<file path="src/rtl/if_fetch_ctrl_if.sv">
// Instruction bus (SRAM-like) between the fetch sequencer and the instruction memory.
interface if_fetch_ctrl_if;
    logic        inst_req;
    logic [31:0] inst_addr;
    logic        inst_addr_ok;
    logic        inst_data_ok;
    logic [31:0] inst_rdata1;
    logic [31:0] inst_rdata2;

    modport master (
        output inst_req, inst_addr,
        input  inst_addr_ok, inst_data_ok, inst_rdata1, inst_rdata2
    );
    modport slave (
        input  inst_req, inst_addr,
        output inst_addr_ok, inst_data_ok, inst_rdata1, inst_rdata2
    );
endinterface

</file>
<file path="src/rtl/if_fetch_ctrl.sv">
// Instruction-fetch sequencer: one bus fetch per PC, stale-response drop, PC advance strobes.
// Build option IF_FETCH_DUAL_EN enables two-word delivery (PC advance by 8).
module if_fetch_ctrl #(
    parameter logic [31:0] RESET_PC = 32'hbfc00000
) (
    input  logic                  clk,
    input  logic                  rst,
    input  logic [31:0]           pc_curr,
    input  logic                  redirect,
    input  logic                  occupy,
    input  logic [1:0]            iq_space,
    if_fetch_ctrl_if.master       bus,
    output logic                  inst_data_ok1,
    output logic                  inst_data_ok2,
    output logic                  iq_push1,
    output logic                  iq_push2,
    output logic [31:0]           iq_inst1,
    output logic [31:0]           iq_inst2,
    output logic [31:0]           iq_pc1,
    output logic [31:0]           iq_pc2,
    output logic                  iq_adel1
);
    typedef enum logic [1:0] {IDLE, ADDR, DATA, DROP} state_t;

    state_t      state, state_nxt;
    logic [31:0] fetch_pc;
    logic        drop_pend;
    logic        can_fetch;
    logic        pc_aligned;

    assign can_fetch  = !occupy && !redirect && (iq_space != 2'd0);
    assign pc_aligned = (pc_curr[1:0] == 2'b00);

    always_ff @(posedge clk) begin
        if (rst) state <= IDLE;
        else     state <= state_nxt;
    end

    always_ff @(posedge clk) begin
        if (rst) begin
            fetch_pc  <= RESET_PC;
            drop_pend <= 1'b0;
        end else begin
            if (state == IDLE && can_fetch && pc_aligned) fetch_pc <= pc_curr;
            // A redirect while the address is still pending makes the eventual response stale.
            if (state == ADDR) begin
                if (bus.inst_addr_ok) drop_pend <= 1'b0;
                else if (redirect)    drop_pend <= 1'b1;
            end
        end
    end

    always_comb begin
        state_nxt = state;
        case (state)
            IDLE: if (can_fetch && pc_aligned) state_nxt = ADDR;
            ADDR: if (bus.inst_addr_ok) state_nxt = (redirect || drop_pend) ? DROP : DATA;
            DATA: begin
                if (bus.inst_data_ok) state_nxt = IDLE;
                else if (redirect)    state_nxt = DROP;
            end
            DROP: if (bus.inst_data_ok) state_nxt = IDLE;
            default: state_nxt = IDLE;
        endcase
    end

    always_comb begin
        bus.inst_req  = 1'b0;
        bus.inst_addr = fetch_pc;
        inst_data_ok1 = 1'b0;
        inst_data_ok2 = 1'b0;
        iq_push1      = 1'b0;
        iq_push2      = 1'b0;
        iq_inst1      = 32'd0;
        iq_inst2      = 32'd0;
        iq_pc1        = 32'd0;
        iq_pc2        = 32'd0;
        iq_adel1      = 1'b0;
        if (!rst) begin
            case (state)
                IDLE: begin
                    // Misaligned PC: report an address error without touching the bus.
                    if (can_fetch && !pc_aligned) begin
                        inst_data_ok1 = 1'b1;
                        iq_push1      = 1'b1;
                        iq_pc1        = pc_curr;
                        iq_adel1      = 1'b1;
                    end
                end
                ADDR: bus.inst_req = 1'b1;
                DATA: begin
                    if (bus.inst_data_ok && !redirect) begin
                        inst_data_ok1 = (iq_space != 2'd0);
                        iq_push1      = inst_data_ok1;
                        iq_inst1      = bus.inst_rdata1;
                        iq_pc1        = fetch_pc;
`ifdef IF_FETCH_DUAL_EN
                        inst_data_ok2 = inst_data_ok1 && !fetch_pc[2] && (iq_space == 2'd2);
                        iq_push2      = inst_data_ok2;
                        iq_inst2      = bus.inst_rdata2;
                        iq_pc2        = fetch_pc + 32'd4;
`endif
                    end
                end
                default: ;
            endcase
        end
    end

`ifndef IF_FETCH_DUAL_EN
    logic unused_rdata2;
    assign unused_rdata2 = ^bus.inst_rdata2;
`endif
endmodule

</file>
<file path="src/flat_wrapper.sv">
// flat-port wrapper written by rule: the top's interface ports become plain ports
module if_fetch_ctrl_flat 
#(
    parameter logic [31:0] RESET_PC = 32'hbfc00000
)
  (clk, rst, pc_curr, redirect, occupy, iq_space, inst_data_ok1, inst_data_ok2, iq_push1, iq_push2, iq_inst1, iq_inst2, iq_pc1, iq_pc2, iq_adel1, bus_inst_req, bus_inst_addr, bus_inst_addr_ok, bus_inst_data_ok, bus_inst_rdata1, bus_inst_rdata2);
  if_fetch_ctrl_if bus_i ();
  input  logic clk;
  input  logic rst;
  input  logic [31:0] pc_curr;
  input  logic redirect;
  input  logic occupy;
  input  logic [1:0] iq_space;
  output logic inst_data_ok1;
  output logic inst_data_ok2;
  output logic iq_push1;
  output logic iq_push2;
  output logic [31:0] iq_inst1;
  output logic [31:0] iq_inst2;
  output logic [31:0] iq_pc1;
  output logic [31:0] iq_pc2;
  output logic iq_adel1;
  output wire logic [$bits(bus_i.inst_req)-1:0] bus_inst_req;
  output wire logic [$bits(bus_i.inst_addr)-1:0] bus_inst_addr;
  input wire logic [$bits(bus_i.inst_addr_ok)-1:0] bus_inst_addr_ok;
  input wire logic [$bits(bus_i.inst_data_ok)-1:0] bus_inst_data_ok;
  input wire logic [$bits(bus_i.inst_rdata1)-1:0] bus_inst_rdata1;
  input wire logic [$bits(bus_i.inst_rdata2)-1:0] bus_inst_rdata2;
  assign bus_inst_req = bus_i.inst_req;
  assign bus_inst_addr = bus_i.inst_addr;
  assign bus_i.inst_addr_ok = bus_inst_addr_ok;
  assign bus_i.inst_data_ok = bus_inst_data_ok;
  assign bus_i.inst_rdata1 = bus_inst_rdata1;
  assign bus_i.inst_rdata2 = bus_inst_rdata2;
  if_fetch_ctrl #(.RESET_PC(RESET_PC)) u_core (.clk(clk), .rst(rst), .pc_curr(pc_curr), .redirect(redirect), .occupy(occupy), .iq_space(iq_space), .bus(bus_i), .inst_data_ok1(inst_data_ok1), .inst_data_ok2(inst_data_ok2), .iq_push1(iq_push1), .iq_push2(iq_push2), .iq_inst1(iq_inst1), .iq_inst2(iq_inst2), .iq_pc1(iq_pc1), .iq_pc2(iq_pc2), .iq_adel1(iq_adel1));
endmodule
</file>
<file path="config.mk">
export PLATFORM = sky130hd
export DESIGN_NAME = if_fetch_ctrl_flat
export DESIGN_NICKNAME = d
export VERILOG_FILES = /design/src/rtl/if_fetch_ctrl_if.sv /design/src/rtl/if_fetch_ctrl.sv /design/src/flat_wrapper.sv
export SDC_FILE = /design/constraint.sdc
export NUM_CORES = 1
export LEC_CHECK = 0
export BUFFER_PORTS_ARGS = -buffer_cell sky130_fd_sc_hd__buf_2
export CORE_AREA = 4 4 101 103
export CTS_CLUSTER_DIAMETER = 60
export CTS_CLUSTER_SIZE = 12
export DETAILED_ROUTE_END_ITERATION = 6
export DIE_AREA = 0 0 105 107
export PLACE_DENSITY = 0.81
export SETUP_SLACK_MARGIN = 0.1
export SYNTH_ARGS = -nofsm -noshare
export SYNTH_HDL_FRONTEND = slang
export SYNTH_SLANG_ARGS = --single-unit
</file>
<file path="constraint.sdc">
create_clock -name clk -period 1.4 [get_ports clk]
set_input_delay 0.21 -clock clk [delete_from_list [all_inputs] [get_ports clk]]
set_output_delay 0.21 -clock clk [all_outputs]
set_load 0.05 [all_outputs]
</file>
==> results.toml, run 1 <==
[route]
first_pass_iters = 4
wl_um = 10100
ant_nets = 0
vias_per_cell = 4.39
wl_per_cell_um = 16.4
drt_iter0_drc = 82
vias = 2702
drc_errors = 0

[floorplan]
rows = 35
die_w_um = 105
core_mm2 = 0.00920
ios = 270
die_height_um = 107
dieArea_mm2 = 0.0112
start_util_pct = 28.5

[sta]
grt_setup_unrepaired = "yes"
skew_ps = 3.43
post-route-period-util_pct = 142
max_freq_mhz = 501
period_minus_slack_ps = 1990
drv_slew = 0
setup_viol = 100
fin_ws_ps = -595
final-hold-violation-count = 0

[worst_setup_path]
r2r_slack_ps = -210
reg2regPathDepth = 5
critPathLaunchType = "flop"
crit_required_ps = 1190
cp_max_fo = 18
crit_type = "flop to primary output"
reg2reg_to = "u_core.bus.inst_addr[18]"
r2r_start = "u_core.state[1]"
cp-end-kind = "primary output"
worstPathArrival_ps = 1780

[global_route]
grt_max_degree = 39
globalRoute.totalOverflow = 0
grt_first_pass_wirelength_um = 14800
grt_pass1_vias = 2825
grt_usage_pct = 16.3
grt_antenna_before_repair = 0

[synthesis]
synth_cell_types = 30
postSynth.asyncResetShare_pct = 0
synth_edf_count = 0
syn_inst = 306
synth-seq-cells = 35
synth.yosys.warnings = 0
ys.flop_type = "dfxtp_1"
synth_top_area_cell = "dfxtp_1"
yosysSeqAreaShare_pct = 26.7
postSynthAreaPerCell_um2 = 8.56
ys_top_cells_by_area = "dfxtp_1 27%, buf_4 20%, mux2i_1 11%, nand2b_1 10%, a22o_1 10%"
synth_top_area_share_pct = 26.7
synthesis.area_mm2 = 0.00262
synth.most_common_cell = "buf_4"
synth_commonest_cells = "70 x buf_4, 43 x nand2b_1, 35 x dfxtp_1, 32 x and2_1"

[clock_tree]
clock_latency_ps = 280
cts-root-buf = "clkbuf_8"
htreeDepth = 2
cts_hold_buf = 0
numCtsBuffers = 5
cts_tree = "done"
path_clk_slew_ps = 70
clockBufferDepth = 2
cts.sinks = 35

[min_path]
worstHoldStart = "bus_inst_addr_ok"
hold_depth = 2
min_path_type = "input port to flop"
worstHoldEndpoint = "u_core.drop_pend"

[placement]
dp_cells = 585
place.gp.congestion = 0.829
dpl-instance-area_mm2 = 0.00374
dp_hpwl_um = 6480
io_buffers = 171

[power]
power_leakage_nw = 2.32
ir_drop_uv = 539
power_density_mw_per_mm2 = 584
power_mw = 2.86

[run_status]
outcome = "finished with violations"
violations = "negative setup slack"

[layout]
final_area_mm2 = 0.00490
final_layout_size_suffix_gt1_share_pct = 60.1
fin_cells = 615
fillers = 752
diodes = 0
final_nets = 607
syn2layout_area_growth_pct = 86.9
utilization_pct = 53.2

[flow_run]
drv_cap = 0
worst max path at each step:
stage	endpoint	start
floorplan	iq_push1	u_core.state[1]
global placement	iq_pc1[21]	occupy
detailed placement	iq_pc1[19]	occupy
CTS	iq_pc1[19]	u_core.state[1]
global route	iq_pc1[16]	u_core.state[1]
finish	iq_pc1[16]	u_core.state[1]
placed cells by master, fill, tap and decap left out, types with 13 or more instances in the layout:
cell type  synthesis  final
a22o_2             0     17
a22o_4             0     13
and2_4             0     32
buf_12             0     14
buf_2              4    103
buf_4             70     19
buf_6              3     22
buf_8              0     46
conb_1             1     66
dfxtp_1           35     33
mux2i_1           30     28
nand2b_1          43     43
nor2_1            21     20
final cells by class:
cell class | count | area [um2] | area share, %
Timing Repair Buffer | 212 | 2090 | 42.6
Multi-Input combinational cell | 249 | 1860 | 38.0
Sequential cell | 35 | 708 | 14.5
Tap cell | 111 | 139 | 2.84
Clock buffer | 7 | 96.3 | 1.97
Clock inverter | 1 | 7.51 | 0.153
routing by layer:
layer,GRT usage (%),vias to the layer above,part of all wire (%)
met5,0,-,0
met2,33.1,141,56
met4,3.94,0,1.5
li1,-,1284,-
met1,15.7,1265,35
met3,5.06,12,8.0
metrics by stage:
stage	hold WS, ps	setup WS (ps)	TNS (ps)
2_1_floorplan	307	-229	-8490
3_3_place_gp	422	-319	-19240
3_5_place_dp	439	-356	-22620
4_1_cts	135	-576	-39630
5_1_grt	140	-658	-45690
6_report	143	-595	-38260
what timing repair did:
action                                  in CTS  in global routing
endpoints found under the setup margin     100                101
pin swaps                                   13                 12
cloned                                       7                  4
setup buffers                               14                  2
gates resized for setup                    192                 21
state kept, by name, summed over array words and instances (netlist names):
name / flops
u_core.bus.inst_addr: 32
u_core.state: 2
u_core.drop_pend: 1
worst max-delay path, cell delays in order (launching register included):
cell,delay [ps]
dfxtp_4,370
nor4_4,300
o2111a_2,310
buf_12,180
a22o_2,180
buf_6,160
kinds of logic after synthesis:
group                  after synthesis  synth area share (%)
AND/OR/NAND/NOR                    112                  25.1
buffers and inverters               87                  23.6
AO/OA/AOI/OAI                       41                  13.0
flip-flops                          35                  26.7
multiplexers                        30                  11.5
other                                1                 0.143
power breakdown:
| part | internal [mW] | switching, mW |
|---|---|---|
| sequential | 1.01 | 0.0166 |
| clock | 0.448 | 0.378 |
| combinational | 0.279 | 0.727 |
| total | 1.74 | 1.12 |
Note: power is estimated with default switching activity, not from simulation.
==> run 2, diff against run 1 <==
--- a/config.mk
+++ b/config.mk
@@ -6,12 +6,12 @@
 export NUM_CORES = 1
 export LEC_CHECK = 0
 export BUFFER_PORTS_ARGS = -buffer_cell sky130_fd_sc_hd__buf_2
-export CORE_AREA = 4 4 101 103
+export CORE_AREA = 4 4 102 104
 export CTS_CLUSTER_DIAMETER = 60
 export CTS_CLUSTER_SIZE = 12
 export DETAILED_ROUTE_END_ITERATION = 6
-export DIE_AREA = 0 0 105 107
-export PLACE_DENSITY = 0.81
+export DIE_AREA = 0 0 106 108
+export PLACE_DENSITY = 0.77
 export SETUP_SLACK_MARGIN = 0.1
 export SYNTH_ARGS = -nofsm -noshare
 export SYNTH_HDL_FRONTEND = slang
==> constraint.sdc (replaced) <==
create_clock -name clk -period 2 [get_ports clk]
set_input_delay 0.3 -clock clk [delete_from_list [all_inputs] [get_ports clk]]
set_output_delay 0.3 -clock clk [all_outputs]
set_load 0.05 [all_outputs]
==> run 2 against run 1 <==
  * The run still ends with negative setup slack left
  * Non-clock buffer count shrank 9
  * Core utilization shrank 4.3 points
  * Wire length grew 0.47%
  * Critical path type unchanged
  * Highest routed layer is now met5
==> results.toml, run 2 (synthesis gave the netlist of run 1 again) <==
[run_status]
outcome = "finished with violations"
violations = "negative setup slack"

[placement]
io_buffers = 171
place.gp.congestion = 0.723
place_ws_ps = 71.9
dp_cells = 597
dp_hpwl_um = 6140

[layout]
syn2layout_area_growth_pct = 78.2
fin_cells = 628
mostFrequentLayoutCells = "104 x buf_2, 66 x conb_1, 43 x nand2b_1, 43 x buf_8, 33 x dfxtp_1"
fillers = 884
utilization_pct = 48.9
largest_reg_flops = 32
diodes = 0
final_nets = 598
mostFrequentLayoutCell = "buf_2"
final_layout_size_suffix_gt1_share_pct = 52.9

[global_route]
grt_max_degree = 67
grt_util_met3_pct = 3.94
top_usage_layer = "met2"
grt_antenna_before_repair = 1
grt_use_met2_pct = 30.3
grt_first_pass_wirelength_um = 13700
grt_pass1_vias = 2731
gr-usage-met1_pct = 15.6
globalRoute.totalOverflow = 0
grt_usage_pct = 15.1

[clock_tree]
htreeDepth = 2
clock_latency_ps = 290
cts-root-buf = "clkbuf_8"
cts_tree = "done"
cts.sinks = 35
clockBufferDepth = 2
numCtsBuffers = 5
path_clk_slew_ps = 70

[sta]
period_minus_slack_ps = 2120
post-route-period-util_pct = 106
skew_ps = 10.9
whs_ps = 247
max_freq_mhz = 471
fin_ws_ps = -124
tightest_slew_ps = 551
slew_headroom_pct = 63.2
drv_slew = 0
setup_viol = 45
grt_setup_unrepaired = "yes"
final-hold-violation-count = 0

[worst_setup_path]
r2r_start = "u_core.state[1]"
worstPathArrival_ps = 1820
critPathTopFamily = "buffers and inverters"
worstSetupEndpoint = "iq_pc1[14]"
r2r_slack_ps = 430
crit_slowest_cell = "dfxtp_4"
critPathBufInv = 3
crit_type = "flop to primary output"
cp-end-kind = "primary output"
crit_required_ps = 1700
path_depth = 6
max_stage_delay_ps = 370
reg2reg_to = "u_core.bus.inst_addr[19]"
reg2regPathDepth = 4
crit_chain = "nor4_4 > o2111a_2 > buf_12 > clkbuf_16 > a22o_1 > buf_6"
cp_max_fo = 6
crit_path_start = "u_core.state[1]"
critPathLaunchType = "flop"

[power]
power_density_mw_per_mm2 = 409
power_leakage_nw = 2.20
power_mw = 1.91
ir_drop_uv = 237

[floorplan]
core_mm2 = 0.00955
ios = 270
dieArea_mm2 = 0.0114
die_w_um = 106
rows = 36
die_height_um = 108
start_util_pct = 27.4

[route]
vias_per_cell = 4.25
drt_iter0_drc = 53
drc_errors = 0
first_pass_iters = 4
vias = 2668
wl_per_cell_um = 16.1
wl_um = 10100
ant_nets = 0

[min_path]
min_path_type = "input port to flop"
hold_depth = 2

[flow_run]
drv_cap = 0
## run 2: final cells by class
class,count,area [um2],share of cell area [%]
timing repair buffer,203,1960,42.0
clock inverter,2,12.5,0.268
tap,133,166,3.56
clock buffer,6,72.6,1.55
sequential,35,708,15.2
multi-input combinational,249,1750,37.5
## run 2: worst min-delay path by stage
stage / from / end / slack, ps
floorplan: bus_inst_addr_ok / u_core.drop_pend / 400
detailed placement: u_core.bus.inst_addr[3] / u_core.bus.inst_addr[3] / 480
global route: bus_inst_addr_ok / u_core.drop_pend / 250
finish: bus_inst_addr_ok / u_core.drop_pend / 250
CTS: bus_inst_addr_ok / u_core.drop_pend / 220
global placement: u_core.bus.inst_addr[13] / u_core.bus.inst_addr[13] / 470
## run 2: timing repair
| action | 4_1_cts | 5_1_grt |
|---|---|---|
| endpoints found under the setup margin | 65 | 67 |
| pin swaps | 16 | 24 |
| resized for setup | 207 | 30 |
| gates cloned | 5 | 6 |
| hold buffers | 0 | 0 |
| buffers inserted | 9 | 4 |
## run 2: worst reg2reg max path, delay by kind of cell (launching register included)
| kind | cells | cell delay [ps] |
|---|---|---|
| DFF | 1 | 370 |
| muxes | 1 | 250 |
| buffers and inverters | 1 | 350 |
| and+or+nand+nor | 2 | 530 |
## run 2: routing by layer
layer / share of wire (%) / wire, um / up-vias
li1: - / - / 1268
met1: 36 / 3600 / 1250
met2: 56 / 5690 / 138
met3: 7.2 / 731 / 10
met4: 0.87 / 88 / 2
met5: 0.13 / 13 / -
## run 2: per-stage QoR
step / TNS [ps] / area [um2]
after detailed placement: 0 / 3420
after global placement: 0 / 3420
after CTS: -2790 / 4380
after floorplan: 0 / 2880
after global routing: -7430 / 4670
final: -2720 / 4670
## run 2: report_power, final
group / switching, mW / internal, mW / total, mW
registers: 0.0117 / 0.707 / 0.719
clock network: 0.272 / 0.244 / 0.516
logic: 0.498 / 0.178 / 0.676
total: 0.782 / 1.13 / 1.91
==> run 3, diff against run 2 <==
--- a/config.mk
+++ b/config.mk
@@ -5,6 +5,7 @@
 export SDC_FILE = /design/constraint.sdc
 export NUM_CORES = 1
 export LEC_CHECK = 0
+export ABC_AREA = 1
 export BUFFER_PORTS_ARGS = -buffer_cell sky130_fd_sc_hd__buf_2
 export CORE_AREA = 4 4 102 104
 export CTS_CLUSTER_DIAMETER = 60
==> run 3 against run 2 <==
  * The flow now finishes without violations
  * Die area did not move
  * Global-route usage fell by 1.8 points
  * Worst hold slack got worse by 18 ps
  * Clock skew fell by 1.8 ps
  * Non-clock buffer count decreased by 13
  * Clock-buffer cell count did not move
  * Fmax rose by 9.7%
  * Clock power is 31% higher
  * Power grew 12%
  * Via count rose by 16%
  * Sequential power grew 2%
  * Final cell count grew 18%
==> results.toml, run 3 <==
[run_status]
outcome = "complete, no violations"

[floorplan]
die_height_um = 108
start_util_pct = 27.6
dieArea_mm2 = 0.0114
core_mm2 = 0.00955
die_w_um = 106
ios = 270
rows = 36

[synthesis]
synth_edf_count = 0
synth-seq-cells = 35
ys.flop_type = "dfxtp_1"
synth_top_area_share_pct = 26.6
syn_inst = 430
synthesis.area_mm2 = 0.00264
postSynth.asyncResetShare_pct = 0
synth.yosys.warnings = 0
synth_commonest_cells = "94 x nand2_1, 85 x nor2_1, 72 x buf_4, 42 x inv_1"
synth_cell_types = 21
yosysSeqAreaShare_pct = 26.6
synth.most_common_cell = "nand2_1"
ys_top_cells_by_area = "dfxtp_1 27%, buf_4 21%, nand2_1 13%, nor2_1 12%, a21oi_1 6.6%"
postSynthAreaPerCell_um2 = 6.13
synth_top_area_cell = "dfxtp_1"

[global_route]
grt_antenna_before_repair = 1
globalRoute.totalOverflow = 0
grt_first_pass_wirelength_um = 12600
grt_max_degree = 38
grt_pass1_vias = 2753
grt_usage_pct = 13.3

[sta]
grt_setup_unrepaired = "yes"
whs_ps = 229
max_freq_mhz = 517
drv_slew = 0
setup_tns_ps = 0
fin_ws_ps = 64.5
final-hold-violation-count = 0
skew_ps = 9.08
period_minus_slack_ps = 1940
post-route-period-util_pct = 96.8
setup_viol = 0

[min_path]
hold_depth = 3
worstHoldStart = "pc_curr[24]"
worstHoldEndpoint = "u_core.bus.inst_addr[24]"
min_path_type = "input port to flop"

[route]
wl_per_cell_um = 13.0
wl_um = 9580
ant_nets = 0
drc_errors = 0
vias_per_cell = 4.18
vias = 3088
drt_iter0_drc = 161
first_pass_iters = 4

[power]
switching_power_mw = 0.856
clockPowerShare_pct = 31.6
ir_drop_uv = 304
power_leakage_nw = 2.28
pwr-share-comb_pct = 34.0
power_density_mw_per_mm2 = 481
p_seq_share_pct = 34.4
internal_power_mw = 1.29
p_sw_share_pct = 39.9
power_mw = 2.14

[placement]
io_buffers = 171
dpl-instance-area_mm2 = 0.00350
dp_hpwl_um = 6160
dp_cells = 720
place_ws_ps = 80.2
place.gp.congestion = 0.806

[clock_tree]
numCtsBuffers = 5
htreeDepth = 2
path_clk_slew_ps = 80
clock_latency_ps = 280
clockBufferDepth = 2
cts.sinks = 35
cts-root-buf = "clkbuf_8"
cts_tree = "done"

[layout]
mostFrequentLayoutCell = "buf_2"
syn2layout_area_growth_pct = 69.0
utilization_pct = 46.6
fin_cells = 739
final_area_mm2 = 0.00445
final_nets = 708
mostFrequentLayoutCells = "105 x buf_2, 68 x nand2_1, 66 x conb_1, 66 x buf_6, 64 x nor2_1"
final_layout_size_suffix_gt1_share_pct = 48.1
largest_reg_flops = 32

[worst_setup_path]
crit_top_cell = "buf_12"
reg2regPathDepth = 6
critPathTopFamily = "buffers and inverters"
critPathLaunchType = "flop"
crit_type = "flop to primary output"
max_stage_delay_ps = 370
cp_max_fo = 8
worstPathArrival_ps = 1640
crit_slowest_cell = "dfxtp_4"
crit_chain = "inv_2 > nand2_2 > nor3_4 > buf_12 > buf_12 > nand2_4 > a21oi_2 > buf_6"
r2r_start = "u_core.state[0]"
r2r_slack_ps = 390
crit_required_ps = 1700
reg2reg_to = "u_core.bus.inst_addr[11]"
cp-end-kind = "primary output"
critPathBufInv = 4

[flow_run]
drv_cap = 0
-- run 3: cell types whose count changed after synthesis, sizes merged, moves of 23 or more --
| cell | delta |
|---|---|
| nand2 | +90 |
| nor2 | +65 |
| a21oi | +33 |
| nand2b | -43 |
| mux2i | -30 |
| o21ai | +23 |
| and2 | -32 |
| a22o | -30 |
| inv | +46 |
-- run 3: logic make-up after synthesis --
family | synth area share [%]
and+or+nand+nor | 30.4
AOI/OAI and AO/OA | 11.4
other | 0.142
buffers and inverters | 31.4
DFF | 26.6
-- run 3: worst reg2reg max path, delay by kind of cell, from the launching register on --
family / cells / cell delay (ps)
simple gates: 3 / 470
buf+inv: 2 / 470
compound gates: 1 / 200
flops: 1 / 370
-- run 3: worst max-delay path by stage --
| stage | start | endpoint | slack (ps) | cells after the start |
|---|---|---|---|---|
| 2_1_floorplan | u_core.state[0] | iq_inst1[10] | 40 | 6 |
| 3_3_place_gp | redirect | iq_push1 | 90 | 5 |
| 3_5_place_dp | redirect | iq_push1 | 80 | 5 |
| 4_1_cts | u_core.state[0] | iq_pc1[23] | -4 | 8 |
| 5_1_grt | u_core.state[0] | iq_pc1[13] | -20 | 7 |
| 6_report | u_core.state[0] | iq_pc1[13] | 60 | 8 |
-- run 3: power by group through the flow --
stage	combinational (mW)	clock, mW	sequential [mW]
2_1_floorplan	0.558	0	0.811
3_3_place_gp	0.662	0	0.748
3_5_place_dp	0.665	0	0.748
4_1_cts	0.692	0.703	0.732
5_1_grt	0.771	0.726	0.739
6_report	0.728	0.678	0.736
-- run 3: layout make-up --
class	instances	area (um2)
fill	944	5100
multi-input combinational	326	1700
timing repair buffer	190	1580
sequential	35	706
inverter	46	178
tap	133	166
clock buffer	6	82.6
clock inverter	2	38.8
antenna	1	2.50
-- run 3: what timing repair did --
item                                    CTS  global route
gates cloned                              0             8
hold buffers                              0             0
resized for setup                       148            55
endpoints found under the setup margin   66            66
buffers inserted                          1             1
pin swaps                                 2            31
-- run 3: routing by layer --
layer / track usage (%) / vias to the layer above / wire [um]
li1: - / 1520 / -
met1: 14.3 / 1398 / 3570
met2: 24.9 / 157 / 4910
met3: 4.30 / 13 / 914
met4: 4.07 / 0 / 194
met5: 0 / - / 0
